**src/rtl/uart_tx_param.sv**
```systemverilog
// Parametrised UART transmitter with an integrated per-bit baud counter.
// Frame: start bit, DATA_WIDTH data bits LSB first, optional parity, 1 or 2 stop bits.
// Ports:
//   clk, rst_n   - clock, asynchronous active-low reset
//   P_DATA       - parallel word to send, captured on accept
//   Data_Valid   - send request, honoured only while Busy=0
//   Par_En       - append parity bit
//   Par_Typ      - 0 = even parity, 1 = odd parity
//   Stop2        - 0 = one stop bit, 1 = two stop bits
//   Prescale     - clocks per bit (0 behaves as 1)
//   TX_OUT       - serial line, idle high (registered)
//   Busy         - frame in progress (registered)
//   Frame_Done   - one-clock pulse in the last clock of the frame (registered)
module uart_tx_param #(
    parameter int unsigned DATA_WIDTH = 8,
    parameter int unsigned PRESCALE_W = 8
) (
    input  logic                  clk,
    input  logic                  rst_n,
    input  logic [DATA_WIDTH-1:0] P_DATA,
    input  logic                  Data_Valid,
    input  logic                  Par_En,
    input  logic                  Par_Typ,
    input  logic                  Stop2,
    input  logic [PRESCALE_W-1:0] Prescale,
    output logic                  TX_OUT,
    output logic                  Busy,
    output logic                  Frame_Done
);

    localparam int unsigned BIT_W = (DATA_WIDTH > 1) ? $clog2(DATA_WIDTH) : 1;
    localparam int unsigned CNT_W = PRESCALE_W + 1;
    localparam logic [BIT_W-1:0] LAST_BIT = BIT_W'(DATA_WIDTH - 1);

    typedef enum logic [2:0] {
        IDLE,
        START,
        DATA,
        PARITY,
        STOP
    } state_t;

    state_t                  state;
    logic [BIT_W-1:0]        bit_cnt;
    logic [PRESCALE_W-1:0]   baud_cnt;
    logic [PRESCALE_W-1:0]   p_last;     // captured clocks-per-bit minus one
    logic [DATA_WIDTH-1:0]   shreg;
    logic                    par_en_r;
    logic                    par_bit_r;
    logic                    stop2_r;
    logic                    stop_cnt;   // set while in the second of two stop bits

    logic bit_end_c;
    logic last_stop_bit_c;
    logic enter_final_stop_c;
    logic pre_last_clk_c;
    logic done_next_c;

    // Look one clock ahead so Frame_Done can be a flop yet line up with the final Busy clock.
    always_comb begin
        bit_end_c          = (baud_cnt == p_last);
        last_stop_bit_c    = !stop2_r || stop_cnt;
        enter_final_stop_c = 1'b0;
        if (bit_end_c) begin
            if (!stop2_r && ((state == DATA && bit_cnt == LAST_BIT && !par_en_r) ||
                             state == PARITY))
                enter_final_stop_c = 1'b1;
            if (state == STOP && stop2_r && !stop_cnt)
                enter_final_stop_c = 1'b1;
        end
        pre_last_clk_c = (state == STOP) && last_stop_bit_c &&
                         ((CNT_W'(baud_cnt) + CNT_W'(1)) == CNT_W'(p_last));
        done_next_c    = (enter_final_stop_c && (p_last == '0)) || pre_last_clk_c;
    end

    // Frame sequencer, baud counter and registered outputs.
    always_ff @(posedge clk or negedge rst_n) begin
        if (!rst_n) begin
            state      <= IDLE;
            bit_cnt    <= '0;
            baud_cnt   <= '0;
            p_last     <= '0;
            shreg      <= '0;
            par_en_r   <= 1'b0;
            par_bit_r  <= 1'b0;
            stop2_r    <= 1'b0;
            stop_cnt   <= 1'b0;
            TX_OUT     <= 1'b1;
            Busy       <= 1'b0;
            Frame_Done <= 1'b0;
        end else begin
            Frame_Done <= done_next_c;
            if (state != IDLE)
                baud_cnt <= bit_end_c ? '0 : baud_cnt + PRESCALE_W'(1);

            case (state)
                IDLE: begin
                    if (Data_Valid) begin
                        state     <= START;
                        TX_OUT    <= 1'b0;
                        Busy      <= 1'b1;
                        baud_cnt  <= '0;
                        bit_cnt   <= '0;
                        stop_cnt  <= 1'b0;
                        shreg     <= P_DATA;
                        par_en_r  <= Par_En;
                        par_bit_r <= (^P_DATA) ^ Par_Typ;
                        stop2_r   <= Stop2;
                        p_last    <= (Prescale == '0) ? '0 : Prescale - PRESCALE_W'(1);
                    end
                end
                START: begin
                    if (bit_end_c) begin
                        state  <= DATA;
                        TX_OUT <= shreg[0];
                        shreg  <= shreg >> 1;
                    end
                end
                DATA: begin
                    if (bit_end_c) begin
                        if (bit_cnt == LAST_BIT) begin
                            bit_cnt <= '0;
                            if (par_en_r) begin
                                state  <= PARITY;
                                TX_OUT <= par_bit_r;
                            end else begin
                                state  <= STOP;
                                TX_OUT <= 1'b1;
                            end
                        end else begin
                            bit_cnt <= bit_cnt + BIT_W'(1);
                            TX_OUT  <= shreg[0];
                            shreg   <= shreg >> 1;
                        end
                    end
                end
                PARITY: begin
                    if (bit_end_c) begin
                        state  <= STOP;
                        TX_OUT <= 1'b1;
                    end
                end
                STOP: begin
                    if (bit_end_c) begin
                        if (last_stop_bit_c) begin
                            state    <= IDLE;
                            Busy     <= 1'b0;
                            stop_cnt <= 1'b0;
                        end else begin
                            stop_cnt <= 1'b1;
                        end
                    end
                end
                default: begin
                    state  <= IDLE;
                    TX_OUT <= 1'b1;
                    Busy   <= 1'b0;
                end
            endcase
        end
    end

endmodule

```
**config.mk**
```make
export PLATFORM = sky130hd
export DESIGN_NAME = uart_tx_param
export DESIGN_NICKNAME = d
export VERILOG_FILES = /design/src/rtl/uart_tx_param.sv
export SDC_FILE = /design/constraint.sdc
export NUM_CORES = 1
export LEC_CHECK = 0
export BUFFER_PORTS_ARGS = -buffer_cell sky130_fd_sc_hd__buf_4
export CORE_MARGIN = 2
export CORE_UTILIZATION = 58
export DETAILED_ROUTE_END_ITERATION = 8
export PLACE_DENSITY = 0.91
export SLEW_MARGIN = 30
export SYNTH_ARGS = -nofsm -noshare
export SYNTH_HDL_FRONTEND = slang
export SYNTH_SLANG_ARGS = --single-unit
```
**constraint.sdc**
```tcl
create_clock -name clk -period 2.5 [get_ports clk]
set_clock_uncertainty 0.1 [all_clocks]
set_input_delay 0.375 -clock clk [delete_from_list [all_inputs] [get_ports clk]]
set_output_delay 0.375 -clock clk [all_outputs]
set_load 0.02 [all_outputs]
```
; Yosys cells after proc, flatten, opt, wreduce, memory -nomap -nowiden
; Cells that the tools add are included.
; W data, S select, Z words.
[totals]
register_bits = 37
inputBits = 22
wordCells = 104
[op_classes]
addsub = 4
eq_ne = 15
mux = 40
n_bitwise = 3
n_reduce_logical = 30
[op_table]
columns = cell, n
row1 = $mux W8, 9
row2 = $mux W3, 11
row3 = $pmux W8 S3, 1
row4 = $logic_not A8 Y1, 2
row5 = $pmux W3 S5, 1
row6 = $mux W1, 14
row7 = $ne A2 B2 Y1 const B, 7
row8 = $reduce_and A5 Y1, 2
row9 = $add A8 B1 Y9 const B, 1
row10 = $eq A9 B8 Y1, 1
row11 = $add A8 B1 Y8 const B, 1
row12 = $eq A8 B8 Y1, 1
row13 = $logic_and A1 B1 Y1, 8
row14 = $reduce_xor A8 Y1, 1
row15 = $sub A8 B1 Y8 const B, 1
row16 = $reduce_and A7 Y1, 1
row17 = $eq A3 B2 Y1 const B, 2
row18 = $eq A3 B3 Y1 const B, 2
row19 = $pmux W3 S2, 1
row20 = $reduce_and A3 Y1, 2
row21 = $reduce_bool A3 Y1, 2
row22 = $pmux W1 S5, 1
row23 = $reduce_and A4 Y1, 1
row24 = $reduce_bool A2 Y1, 2
row25 = 12 further kinds, 17

; Logic depth before layout (Yosys ltp)
; Gate-level depths: netlist of run 1.
[depth]
word_depth = 10
ltp_mapped = 7

; Worst setup path after synthesis of run 1
; OpenSTA, ideal clock, no wires.
[synth_timing]
path_kind = register -> register
startpoint = register baud_cnt[4]
endpoint = register bit_cnt[0]
setup_time_ps = 125
t_arrival_ps = 1932
slack_ps = 343
stages_incl_launch_ff = 6
path_buffers = 0
synth_period_minus_slack_ps = 2157
path_cell_list = dfrtp_1 xor2_1 nor4_4 a21oi_2 or4_4 mux2_4
[synth_via]
elab_chain_len = 3
[synth_rtl]
columns = item, line
row1 = from (decl), 45  ; logic [PRESCALE_W-1:0] baud_cnt;
row2 = from (signal assigned), 94  ; baud_cnt <= bit_end_c ? '0 : baud_cnt + PRESCALE_W'(1);
row3 = $eq A8 B8 Y1, 61  ; bit_end_c = (baud_cnt == p_last);
row4 = $ne A2 B2 Y1 (no source line), -
row5 = $reduce_and A3 Y1 (no source line), -
row6 = to (signal assigned), 131  ; bit_cnt <= bit_cnt + BIT_W'(1);
row7 = to (decl), 44  ; logic [BIT_W-1:0] bit_cnt;
; No other way between the ends.
; A chain may end at the register's enable or synchronous reset.

; Final worst setup path of run 1
; Ends and elaborated chain as after synthesis.

==> flow_summary.toml, run 1 <==
[run_status]
status = "finished, final reports clean"

[placement]
dp_slack_ns = 0.305
place_congestion = 0.860
dp_hpwl_um = 3660
place.port_buffers = 24

[timing]
setup_ws_ns = 0.276
finalSetupTns_ns = 0
slew-limit-headroom_pct = 65.1
tightest_slew_ns = 0.523
layout_min_cycle_time_ns = 2.22
rsz0062_at_grt = "no"
maxSlewViolCount = 0
fin_crit_sh_pct = 89.0
hold_violations = 0
fmax_mhz = 450
setup_viol = 0

[grt]
grt_max_degree = 38
grt.overflow.total = 0
grtUsageTotal_pct = 27.1
grt_pass1_vias = 1898
grt_pass1_wl_um = 8760
antenna_found_initial = 0

[critical_path]
path_buf_inv = 0
path_delay_family = "simple AND/OR/NAND/NOR gates"
end_kind = "flip-flop"
worst_path_largest_cell_delay_ns = 0.53
cp.required_ns = 2.60
critPathSlowestCell = "or4_4"
path_class = "flip-flop to flip-flop"
cp.arrival_ns = 2.33
cp_max_fo = 6
cp_cell_sequence = "xor2_1, nor4_4, a21oi_2, or4_4, mux2_4"
worstSetupStartpointType = "flip-flop"

[floorplanning]
rows = 22
start_util_pct = 60.8
die-height_um = 66.4
fp.dieArea_um2 = 4410
ios = 25
die_w_um = 66.4
placeableCoreArea_um2 = 3720

[synth]
synth_edf_count = 0
async_flop_share_pct = 100
syn_nets = 259
yosysTopAreaCellShare_pct = 39.9
synth_commonest_cells = "36 x dfrtp_1, 23 x nand2_1, 18 x mux2_2, 14 x o21ai_0, 14 x xnor2_1"
syn_area_per_cell_um2 = 9.70
synth_area_leaders = "dfrtp_1 40%, mux2_2 9.0%, xnor2_1 5.4%"
yosysUniqueCellTypes = 43
synth_cells = 233
synth_top_area_cell = "dfrtp_1"
syn_area_um2 = 2260
synth-main-ff-cell = "dfrtp_1"
synth.most_common_cell = "dfrtp_1"
ys_seq_area_share_pct = 41.0
ys_seq_elements = 37
yosys_warnings = 0

[cts]
postCtsSetupBuffers = 0
path_clk_slew_ns = 0.08
cts.sinks = 37
root_buffer = "clkbuf_8"
hold_buffers = 1
cts-buffers-inserted = 5
post_cts_resized = 0
cts_htree_levels = 2
cts_tree = "built"
clk_path_buf_depth = 2
clock_latency_ns = 0.31

[detailed_routing]
dr.first_iter.drc_count = 98
vias = 1870
wl_um = 5050
drt_pass1_iterations = 6
wire_per_inst_um = 16.4
via_per_inst = 6.09
drc = 0
drtAntennaViolNets = 0

[power]
p_per_area_nw_per_um2 = 1210
ir_drop_v = 0.000673
p_leak_nw = 1.16

[run]
cap_violations = 0

[final_layout]
area_growth_pct = 15.3
drive_gt1_share_pct = 22.8
diodes = 0
nets = 284

[hold_path]
min_path_type = "input pin to flip-flop"
## metal layers
layer / global-route usage [%] / vias up / share of wire, %
met5: 0 / - / 0
met1: 32.9 / 886 / 41
met2: 43.6 / 73 / 49
met3: 4.60 / 21 / 5.2
met4: 18.9 / 0 / 4.5
li1: - / 890 / -
## stage by stage
stage	power [mW]	hold slack, ns	instance area, um2	util [%]	std cells
after floorplan	2.23	-0.0206	2260	-	233
after detailed placement	2.60	0.253	2480	66.9	298
after CTS	3.13	0.190	2610	70.1	307
final	3.15	0.194	2610	70.1	307
after global placement	2.50	0.255	2480	66.9	298
after global routing	3.37	0.202	2610	70.1	307
## sequential cells by signal, indices dropped and copies added (netlist names), 3 cells and up
name / count
baud_cnt: 8
p_last: 8
shreg: 8
bit_cnt: 3
state: 3
## report_power, final
| group | internal [mW] | switching [mW] |
|---|---|---|
| combinational | 0.723 | 0.766 |
| sequential | 0.848 | 0.284 |
| clock | 0.299 | 0.229 |
## final timing paths
check	startpoint	to	slack, ns	cells past startpoint
worst max-delay path	baud_cnt[4]	bit_cnt[0]	0.28	5
max in group asynchronous	rst_n	TX_OUT	1.49	2
worst min-delay path	Prescale[0]	p_last[0]	0.19	2
worst min register to register	par_bit_r	par_bit_r	0.39	2
worst max register to register	baud_cnt[4]	bit_cnt[0]	0.28	5
min in group asynchronous	rst_n	baud_cnt[2]	0.47	2
## cell type report
class / count / area, um2
clock buffers: 6 / 72.6
clock inverters: 2 / 38.8
fillers: 267 / 1110
inverters: 8 / 30.0
multi-input cells: 177 / 1260
flip-flops and latches: 37 / 927
well taps: 48 / 60.1
repair buffers: 29 / 220
## logic make-up (layout without fill, tap and decap cells)
logic type               count (synthesis)  in the layout  share of synthesized area, %
AO/OA/AOI/OAI                           52             52                          14.6
XOR/XNOR                                25             25                          9.69
adder cells (fa/ha/maj)                  4              4                          2.21
buffers and inverters                   19             45                          3.32
flip-flops                              37             37                          41.0
multiplexers                            23             23                          11.4
AND/OR/NAND/NOR                         73             73                          17.7
## placed cells by master, fill, tap and decap left out, types with 5 or more instances in the layout
cell type and count:
a21oi_1 10, a31oi_1 6, buf_4 28, clkbuf_8 5
dfrtp_1 36, inv_1 8, mux2_2 18, nand2_1 23
nand2b_1 5, nand3_1 6, nor2_1 12, nor4_1 6
o21ai_0 14, xnor2_1 14, xor2_1 11
No activity file was read; power rests on OpenSTA's default activity.
==> run 2: changes to the inputs <==
REMOVE_ABC_BUFFERS = 1   (was not set)
==> flow_summary.toml, run 2 (synthesis results as in run 1) <==
[grt]
grt_pass1_wl_um = 8540
grt_max_degree = 38
grtUsageTotal_pct = 26.0
grt.overflow.total = 0
antenna_found_initial = 0
grt_pass1_vias = 1835

[final_layout]
layout_common_cells = "36 x dfrtp_1, 28 x buf_4, 23 x nand2_1"
instances_no_fill = 307
final_common_cell = "dfrtp_1"
n_fill_cell = 270
drive_gt1_share_pct = 22.8
diodes = 0
area_growth_pct = 15.3
nets = 284
reg.largest.list = "baud_cnt: 8 flops, p_last: 8 flops, shreg: 8 flops"

[detailed_routing]
drtAntennaViolNets = 0
wire_per_inst_um = 16.0
wl_um = 4920
via_per_inst = 6.13
vias = 1883
drc = 0
dr.first_iter.drc_count = 99
drt_pass1_iterations = 4

[critical_path]
cp.required_ns = 2.59
worst_path_largest_cell_delay_ns = 0.53
worstSetupStartpointType = "flip-flop"
critPathSlowestCell = "or4_4"
path_delay_family = "simple AND/OR/NAND/NOR gates"
end_kind = "flip-flop"
path_class = "flip-flop to flip-flop"
path_buf_inv = 0
cp.arrival_ns = 2.30
cp_cell_sequence = "xor2_1, nor4_4, a21oi_2, or4_4, mux2_4"
cp_max_fo = 6

[timing]
hold_violations = 0
slew-limit-headroom_pct = 63.0
fmax_mhz = 451
fin_hold_ws_ns = 0.200
fin_crit_sh_pct = 88.6
rsz0062_at_grt = "no"
finalSetupTns_ns = 0
tightest_slew_ns = 0.553
maxSlewViolCount = 0
layout_min_cycle_time_ns = 2.21
setup_viol = 0

[placement]
place_congestion = 0.933
place.port_buffers = 24
dp_hpwl_um = 3540
dp_cells = 298

[floorplanning]
die_w_um = 66.4
placeableCoreArea_um2 = 3720
ios = 25
fp.dieArea_um2 = 4410
start_util_pct = 60.8
die-height_um = 66.4
rows = 22

[run]
cap_violations = 0

[power]
p_per_area_nw_per_um2 = 1200
p_leak_nw = 1.16
ir_drop_v = 0.000807

[run_status]
status = "finished, final reports clean"

[cts]
cts_htree_levels = 2
cts_tree = "built"
clk_path_buf_depth = 2
cts.sinks = 37
clock_latency_ns = 0.30
post_cts_resized = 0
path_clk_slew_ns = 0.08
cts-buffers-inserted = 5
root_buffer = "clkbuf_8"

[hold_path]
min_path_type = "input pin to flip-flop"
run 2: cell counts in the layout (fill, tap and decap cells not counted):
Identical to the previous run, type by type.
run 2: cell type report:
type / instances / area (um2) / share of cell area, %
Sequential cell: 37 / 927 / 35.6
Timing Repair Buffer: 29 / 220 / 8.45
Clock buffer: 6 / 72.6 / 2.78
Tap cell: 48 / 60.1 / 2.30
Inverter: 8 / 30.0 / 1.15
Clock inverter: 2 / 38.8 / 1.49
Multi-Input combinational cell: 177 / 1260 / 48.2
run 2: path summary, 6_finish.rpt:
| kind | start | endpoint | slack [ns] | cells after the start |
|---|---|---|---|---|
| setup / recovery | baud_cnt[4] | bit_cnt[0] | 0.29 | 5 |
| hold / removal | Prescale[0] | p_last[0] | 0.20 | 2 |
| setup reg to reg | baud_cnt[4] | bit_cnt[0] | 0.29 | 5 |
| hold reg to reg | par_bit_r | par_bit_r | 0.40 | 2 |
| max in group asynchronous | rst_n | baud_cnt[7] | 1.49 | 2 |
| min in group asynchronous | rst_n | shreg[0] | 0.47 | 2 |
run 2: where the power goes:
group / leakage (nW) / internal, mW / switching, mW
sequential: 0.460 / 0.848 / 0.284
combinational: 0.642 / 0.723 / 0.759
clock: 0.0554 / 0.299 / 0.215
total: 1.16 / 1.87 / 1.26
run 2: metal layers:
metal	wire length (um)	up-vias	share of wire (%)	GRT usage, %
met1	2080	892	42	32.3
met2	2370	74	48	41.4
met5	0	-	0	0
li1	-	890	-	-
met3	268	27	5.4	6.98
met4	208	0	4.2	13.5
run 2: repair_timing:
action,4_1_cts,5_1_grt
hold buffers,1,0
setup buffers,0,0
hold endpoints to repair,36,0
run 2: stage by stage:
stage	util [%]	total power, mW	worst slack [ns]	cell area, um2
finish	70.1	3.13	0.285	2610
global route	70.1	3.35	0.188	2610
CTS	70.1	3.12	0.288	2610
detailed placement	66.9	2.58	0.300	2480
global placement	66.9	2.51	0.349	2480
floorplan	-	2.19	0.262	2210
